### config.mk
export PLATFORM = sky130hd
export DESIGN_NAME = pulsed_decoder_n
export DESIGN_NICKNAME = d
export VERILOG_FILES = /design/src/rtl/pulsed_decoder_pkg.sv /design/src/rtl/pulsed_decoder_n.sv
export SDC_FILE = /design/constraint.sdc
export NUM_CORES = 1
export LEC_CHECK = 0
export ABC_AREA = 1
export BUFFER_PORTS_ARGS = -buffer_cell sky130_fd_sc_hd__buf_4
export CAP_MARGIN = 20
export CORE_AREA = 2 2 39 41
export DETAILED_ROUTE_END_ITERATION = 16
export DIE_AREA = 0 0 41 43
export GPL_TIMING_DRIVEN = 0
export RECOVER_POWER = 100
export SLEW_MARGIN = 10
export SYNTH_ARGS = -nofsm -noshare
export SYNTH_HDL_FRONTEND = slang
export SYNTH_SLANG_ARGS = --single-unit
### constraint.sdc
create_clock -name Clock_In -period 1.2 [get_ports Clock_In]
set_input_delay 0.12 -clock Clock_In [delete_from_list [all_inputs] [get_ports Clock_In]]
set_output_delay 0.12 -clock Clock_In [all_outputs]
set_load 0.03 [all_outputs]
### src/rtl/pulsed_decoder_pkg.sv
// Shared types and decode helper for the registered/pulsed binary-to-one-hot decoder.
package pulsed_decoder_pkg;

  // Widest supported code and the output vector it can address
  localparam int unsigned MAX_ENC_WIDTH = 8;
  localparam int unsigned MAX_OUTPUTS   = 256;

  // ST_ACTIVE is HOLD in level mode and PULSE in pulse mode
  typedef enum logic {
    ST_IDLE   = 1'b0,
    ST_ACTIVE = 1'b1
  } state_e;

  // One-hot decode with code 0 on the MSB of an n-bit vector; all-zero for code >= n
  function automatic logic [MAX_OUTPUTS-1:0] onehot_msb_first(
    input logic [MAX_ENC_WIDTH-1:0] code,
    input int unsigned              n
  );
    logic [MAX_OUTPUTS-1:0]   vec;
    logic [MAX_ENC_WIDTH-1:0] idx;
    vec = '0;
    idx = '0;
    if (32'(code) < n) begin
      idx      = MAX_ENC_WIDTH'(n - 32'd1 - 32'(code));
      vec[idx] = 1'b1;
    end
    return vec;
  endfunction

endpackage

### src/rtl/pulsed_decoder_n.sv
// Registered parametrised decoder: binary code -> one of NUM_OUTPUTS one-hot lines.
// A valid/ready handshake captures each code. The selected line is held (level
// mode, PULSE_CYCLES=0) or asserted for PULSE_CYCLES clocks (pulse mode).
// Out-of-range codes clear the outputs and set a sticky error flag.
//
// Ports:
//   Clock_In           rising-edge clock
//   Reset_In           asynchronous active-high reset
//   Clear_In           synchronous clear of outputs, FSM and error flag
//   Encoded_Value_In   binary code to decode
//   Encoded_Valid_In   code present this cycle
//   Encoded_Ready_Out  block can accept a code this cycle
//   Decoded_Value_Out  one-hot (or all-zero) decoded lines, code 0 -> MSB
//   Decoded_Valid_Out  Decoded_Value_Out currently drives a selection
//   Error_Out          sticky: an out-of-range code was accepted
module pulsed_decoder_n
  import pulsed_decoder_pkg::*;
#(
  parameter int unsigned ENC_WIDTH    = 2,
  parameter int unsigned NUM_OUTPUTS  = 4,
  parameter int unsigned PULSE_CYCLES = 0
) (
  input  logic                   Clock_In,
  input  logic                   Reset_In,
  input  logic                   Clear_In,
  input  logic [ENC_WIDTH-1:0]   Encoded_Value_In,
  input  logic                   Encoded_Valid_In,
  output logic                   Encoded_Ready_Out,
  output logic [NUM_OUTPUTS-1:0] Decoded_Value_Out,
  output logic                   Decoded_Valid_Out,
  output logic                   Error_Out
);

  localparam int unsigned CNT_W      = (PULSE_CYCLES < 1) ? 1 : $clog2(PULSE_CYCLES + 1);
  localparam logic [CNT_W-1:0] CNT_LOAD =
    (PULSE_CYCLES == 0) ? '0 : CNT_W'(PULSE_CYCLES - 1);
  localparam bit          PULSE_MODE = (PULSE_CYCLES != 0);

  // Elaboration-time parameter checks
  if (ENC_WIDTH < 1 || ENC_WIDTH > MAX_ENC_WIDTH) begin : g_bad_enc_width
    $error("pulsed_decoder_n: ENC_WIDTH must be 1..8");
  end
  if (NUM_OUTPUTS < 2 || NUM_OUTPUTS > (32'd1 << ENC_WIDTH)) begin : g_bad_num_outputs
    $error("pulsed_decoder_n: NUM_OUTPUTS must be 2..2**ENC_WIDTH");
  end

  state_e                 state;
  logic [CNT_W-1:0]       cnt;
  logic                   ready_q;
  logic [NUM_OUTPUTS-1:0] decode_c;
  logic                   accept_c;

  // Combinational decode of the presented code; all-zero means out of range
  assign decode_c = NUM_OUTPUTS'(onehot_msb_first(MAX_ENC_WIDTH'(Encoded_Value_In), NUM_OUTPUTS));

  // ready_q keeps ready low until the first edge after reset; clear masks it in its own cycle
  assign Encoded_Ready_Out = ready_q & ~Clear_In & (~PULSE_MODE | (state == ST_IDLE));
  assign accept_c          = Encoded_Valid_In & Encoded_Ready_Out;

  // FSM, pulse counter and registered outputs
  always_ff @(posedge Clock_In or posedge Reset_In) begin
    if (Reset_In) begin
      state             <= ST_IDLE;
      cnt               <= '0;
      ready_q           <= 1'b0;
      Decoded_Value_Out <= '0;
      Decoded_Valid_Out <= 1'b0;
      Error_Out         <= 1'b0;
    end else begin
      ready_q <= 1'b1;
      if (Clear_In) begin
        state             <= ST_IDLE;
        cnt               <= '0;
        Decoded_Value_Out <= '0;
        Decoded_Valid_Out <= 1'b0;
        Error_Out         <= 1'b0;
      end else if (accept_c) begin
        if (|decode_c) begin
          state             <= ST_ACTIVE;
          cnt               <= CNT_LOAD;
          Decoded_Value_Out <= decode_c;
          Decoded_Valid_Out <= 1'b1;
        end else begin
          state             <= ST_IDLE;
          cnt               <= '0;
          Decoded_Value_Out <= '0;
          Decoded_Valid_Out <= 1'b0;
          Error_Out         <= 1'b1;
        end
      end else if (PULSE_MODE && state == ST_ACTIVE) begin
        // Counter is loaded with PULSE_CYCLES-1 so the line is high exactly PULSE_CYCLES cycles
        if (cnt == '0) begin
          state             <= ST_IDLE;
          Decoded_Value_Out <= '0;
          Decoded_Valid_Out <= 1'b0;
        end else begin
          cnt <= cnt - CNT_W'(1);
        end
      end
    end
  end

endmodule

# Word-level counts from Yosys, hierarchy flattened
# Cells that the tools add are included.
op_classes:
  n_addsub: 1
  muxes: 11
  reduce_logical: 4
  order_cmp: 2
  n_bitwise: 3
  eq_ne: 1
op_table:
  columns: ["cell", "n"]
  rows:
  - ["two-way mux 4 bit", 3]
  - ["< comparator 8 x 9 -> 1 bit (second input constant)", 1]
  - ["demux 1 bit (select 8 bit)", 1]
  - ["greater-or-equal comparator 8 x 1 -> 1 bit (second input constant)", 1]
  - ["two-way mux 1 bit", 7]
  - ["OR reduction 4 bit", 1]
  - ["subtractor 2 x 2 -> 3 bit (first input constant)", 1]
  - ["bitwise AND 1 bit", 2]
  - ["inequality test 2 bit (second input constant)", 1]
  - ["AND reduction 2 bit", 1]
  - ["nonzero test 2 bit", 1]
  - ["logical AND 1 bit", 1]
  - ["inverter 1 bit", 1]
totals:
  output_inout_bits: 7
  register_bits: 7

# Depth between registers and ports, before layout
logic_depth:
  word_depth: 9
  ltp_mapped: 5
  ltp_nobuf: 5

# Least setup slack after synthesis
# No wires, ideal clock.
synth_timing:
  kind: "register to register"
  start: "register ready_q"
  end: "register Decoded_Value_Out[1]"
  path_slack_ps: 234
  arrival_ps: 900
  stages_incl_launch_ff: 5
  required_time_ps: 1134
  path_cell_list: "dfrtp_1 > inv_2 > nor2_2 > nand3_1 > nand2_1"
synth_between:
  elab_chain_len: 3
synth_rtl:
  columns: ["element", "line_no", "text"]
  rows:
  - ["start: declaration", "pulsed_decoder_n.sv:49", "logic ready_q;"]
  - ["start signal: assignment", "pulsed_decoder_n.sv:65", "ready_q <= 1'b0;"]
  - ["start signal: assignment", "pulsed_decoder_n.sv:70", "ready_q <= 1'b1;"]
  - ["bitwise AND 1 bit", "pulsed_decoder_n.sv:57", "assign Encoded_Ready_Out = ready_q & ~Clear_In & (~PULSE_MODE | (state == ST_IDLE));"]
  - ["net Encoded_Ready_Out", "pulsed_decoder_n.sv:28", "output logic Encoded_Ready_Out,"]
  - ["bitwise AND 1 bit", "pulsed_decoder_n.sv:58", "assign accept_c = Encoded_Valid_In & Encoded_Ready_Out;"]
  - ["nonzero test 2 bit (no source line)", null, null]
  - ["end signal: assignment", "pulsed_decoder_n.sv:81", "Decoded_Value_Out <= decode_c;"]
  - ["end: declaration", "pulsed_decoder_n.sv:29", "output logic [NUM_OUTPUTS-1:0] Decoded_Value_Out,"]
# The timed path passes the listed nets, and every way through them passes these cells.
# A chain may end at the register's enable or synchronous reset.

# Worst setup path in the final report
layout_timing:
  start: "register ready_q"
  end: "output port Encoded_Ready_Out"
layout_between:
  elab_chain_len: 1
layout_rtl:
  columns: ["element", "line_no"]
  rows:
  - ["bitwise AND 1 bit", "pulsed_decoder_n.sv:57"]
  - ["end: declaration", "pulsed_decoder_n.sv:28"]
# Every way passes these cells.

==> summary.md <==
| Metric | Value |
|---|---|
| Gr ovfl total | 0 |
| Final Cell Area | 425 µm² |
| Mapped Area | 308 µm² |
| Drt pass-1 iters | 2 |
| Total CTS buffers | 3 |
| Max-cap violations | 0 |
| Seq/Total Area, Yosys | 56.9% |
| Clock power frac | between 30% and 40% |
| Via count | roughly 270 |
| Placement Rows | 14 |
| Die height | 43 µm |
| Net Sw Frac | 24.9% |
| Combinational group share of total power | 14.5% |
| # clock sinks | 7 |
| Pleak | 0.236 nW |
| Vias per cell | 3.75 |
| Initial antenna violation count | 0 |
| Crit-path slowest cell | dfrtp_1 |
| WL final | 532 µm |
| Avg Cell Area, Syn | 8.10 µm² |
| Post-Syn Instances | 38 |
| PortBufs | 12 |
| Total power | 0.532 mW |
| Final #Nets | 62 |
| WL/cell | 7.49 µm |
| Count leader, synth | nand2_1 |
| Crit Path Category | flop to output pin |
| I/O pin cnt | 13 |
| Number of synthesized flops with an enable pin | 0 |
| P_int | 0.400 mW |
| Area leader, netlist | dfrtp_1 |
| Crit path cell chain | inv_2 > nor2_2 > buf_2 |
| Psw | 0.132 mW |
| Worst-Skew Late Latency | 0.24 ns |
| Ranking of synthesized cells by area | dfrtp_1 57%, nand2_1 18%, nor2_1 6.1% |
| Final min period | 1.11 ns |
| 1st-iter DRT viols | 3 |
| Placed cell areas | 418 µm² |
| Largest net degree at the start of global routing | 8 |
| Post-route ant nets | 0 |
| Sum Neg Setup Slack | 0 ns |
| Top cells by count, synth | 15 x nand2_1, 7 x dfrtp_1, 5 x nor2_1, 4 x inv_1 |
| Max stage delay on crit path | 0.39 ns |
| Pwr Density | 1250 nW/µm² |
| Finish-stage setup viols | 0 |
| WP buf/inv | 2 |
| Diode count | 0 |
| Gp weighted congestion | 0.664 |
| Clock Tree Root | clkbuf_4 |
| WP data arrival | between 0.9 and 1 ns |
| Synth top area share | 56.9% |
| Hold Vio Cnt, Final | 0 |
| Drc violations | 0 |
| CP endpoint kind | output pin |
| H-tree depth | 1 |
| Ys flop type | dfrtp_1 |
| Min-delay worst type | input port to flop |
| Total GRT Usage | 8.32% |
| Core ar. | 1380 µm² |
| Dpl hpwl | 440 µm |
| CP max FO | 4 |
| First-pass GRT wire length | between 800 and 900 µm |
| Status | completed |
| Peak VDD IR | 0.519 mV |
| TritonCTS clock tree | built |
| Layout cell share with drive strength beyond 1 | 21.8% |
| Final period utilization | 92.5% |
| Starting Density | between 20% and 30% |
| Clk_skew | 0.00303 ns |
| Fillcell total | 168 |
| Vias in the first global route | 230 |
| P&R area growth vs syn | 38.2% |
| Fmax achieved | 0.901 GHz |
| Die Width | slightly above 40 µm |
| Yosys cell types | 11 |
| Type of origin of the critical path | flop |
| Crit-path leading delay family | flip-flops |
| RSZ-0062 raised after global routing | false |
| Async SR Flop Fraction | 100% |
| Critical Path RT | 1.08 ns |
| Total die area | 1760 µm² |
| Number of synthesis warnings | 0 |
| Total setup buffers inserted after CTS | 0 |
| Seq cells post-synth | 7 |
| Maximum buffer depth of the clock tree | 2 |
| Share of total power in sequential cells | 47.4% |
| Post-Syn Nets | 44 |
| Worst-path clk slew | roughly 0.050 ns |
| Pins Over Slew Limit | 0 |
## sequential cells by signal (all words and copies together), names as in the netlist
register and flops:
Decoded_Valid_Out 1, Decoded_Value_Out 4, Error_Out 1, ready_q 1
## worst paths after layout
path | start | to | slack, ns | cells after the start
hold reg to reg | Decoded_Value_Out[2]$_DFFE_PP0P_ | Decoded_Value_Out[2]$_DFFE_PP0P_ | 0.47 | 2
max in group asynchronous | Reset_In | ready_q$_DFF_PP0_ | 0.64 | 3
min in group asynchronous | Reset_In | Decoded_Value_Out[3]$_DFFE_PP0P_ | 0.35 | 3
setup / recovery | ready_q$_DFF_PP0_ | Encoded_Ready_Out | 0.09 | 3
hold / removal | Clear_In | Error_Out$_DFFE_PP0P_ | 0.09 | 2
setup reg to reg | ready_q$_DFF_PP0_ | Decoded_Value_Out[0]$_DFFE_PP0P_ | 0.33 | 3
## layout by cell type (no fill, tap or decap), drive strengths merged
cell / synthesis / routed
conb: 1 / 1
dfrtp: 7 / 7
nand3: 1 / 1
clkbuf: 0 / 11
a21oi: 1 / 1
dlygate4sd3: 0 / 1
nand4: 1 / 1
buf: 0 / 5
a21o: 1 / 1
nand2: 15 / 15
inv: 5 / 5
nor2: 6 / 6
## cells by family after synthesis
kind of cell	Yosys count	synth area share, %
AO/OA/AOI/OAI	2	5.69
buffers and inverters	5	6.09
flip-flops	7	56.9
other	1	1.22
AND/OR/NAND/NOR	23	30.1
## worst register-to-register path, cell delays in order, from the launching register on
cell and delay [ns]:
dfrtp_1 0.40, a21oi_1 0.26, nand2_1 0.08, nand2_1 0.07
## layout make-up
type	instances	area [µm²]	area share (%)
Inverter	5	18.8	4.41
Tap cell	16	20.0	4.71
Timing Repair Buffer	13	75.1	17.6
Sequential cell	7	175	41.2
Clock buffer	4	26.3	6.18
Multi-Input combinational cell	26	110	25.9
## per-stage QoR
stage | std cells | hold WS [ns] | setup slack, ns | util (%)
2_1_floorplan | 38 | -0.0766 | 0.234 | -
4_1_cts | 71 | 0.0869 | 0.0822 | 32.8
3_3_place_gp | 66 | 0.0587 | 0.354 | 30.2
6_report | 71 | 0.0891 | 0.0896 | 30.7
3_5_place_dp | 66 | 0.0691 | 0.351 | 30.2
5_1_grt | 71 | 0.0845 | 0.0205 | 30.7
## timing repair
item,CTS,global route
hold endpoints to repair,7,0
gates resized for setup,0,0
hold buffers,1,0
## per-layer routing
layer  global-route usage (%)  up-vias  part of all wire (%)
met5                        0        -                     0
met4                     10.0        0                     0
met1                     11.0      112                    48
met2                     8.75        7                    43
met3                     3.14        0                   8.1
li1                         -      147                     -
## power groups by stage
stage	clock network, mW	registers [mW]	logic, mW
2_1_floorplan	0	0.274	0.0285
4_1_cts	0.218	0.253	0.0886
3_3_place_gp	0	0.257	0.0855
6_report	0.203	0.253	0.0773
5_1_grt	0.236	0.253	0.0868
3_5_place_dp	0	0.257	0.0859
Power figures use the tool's default switching activity.
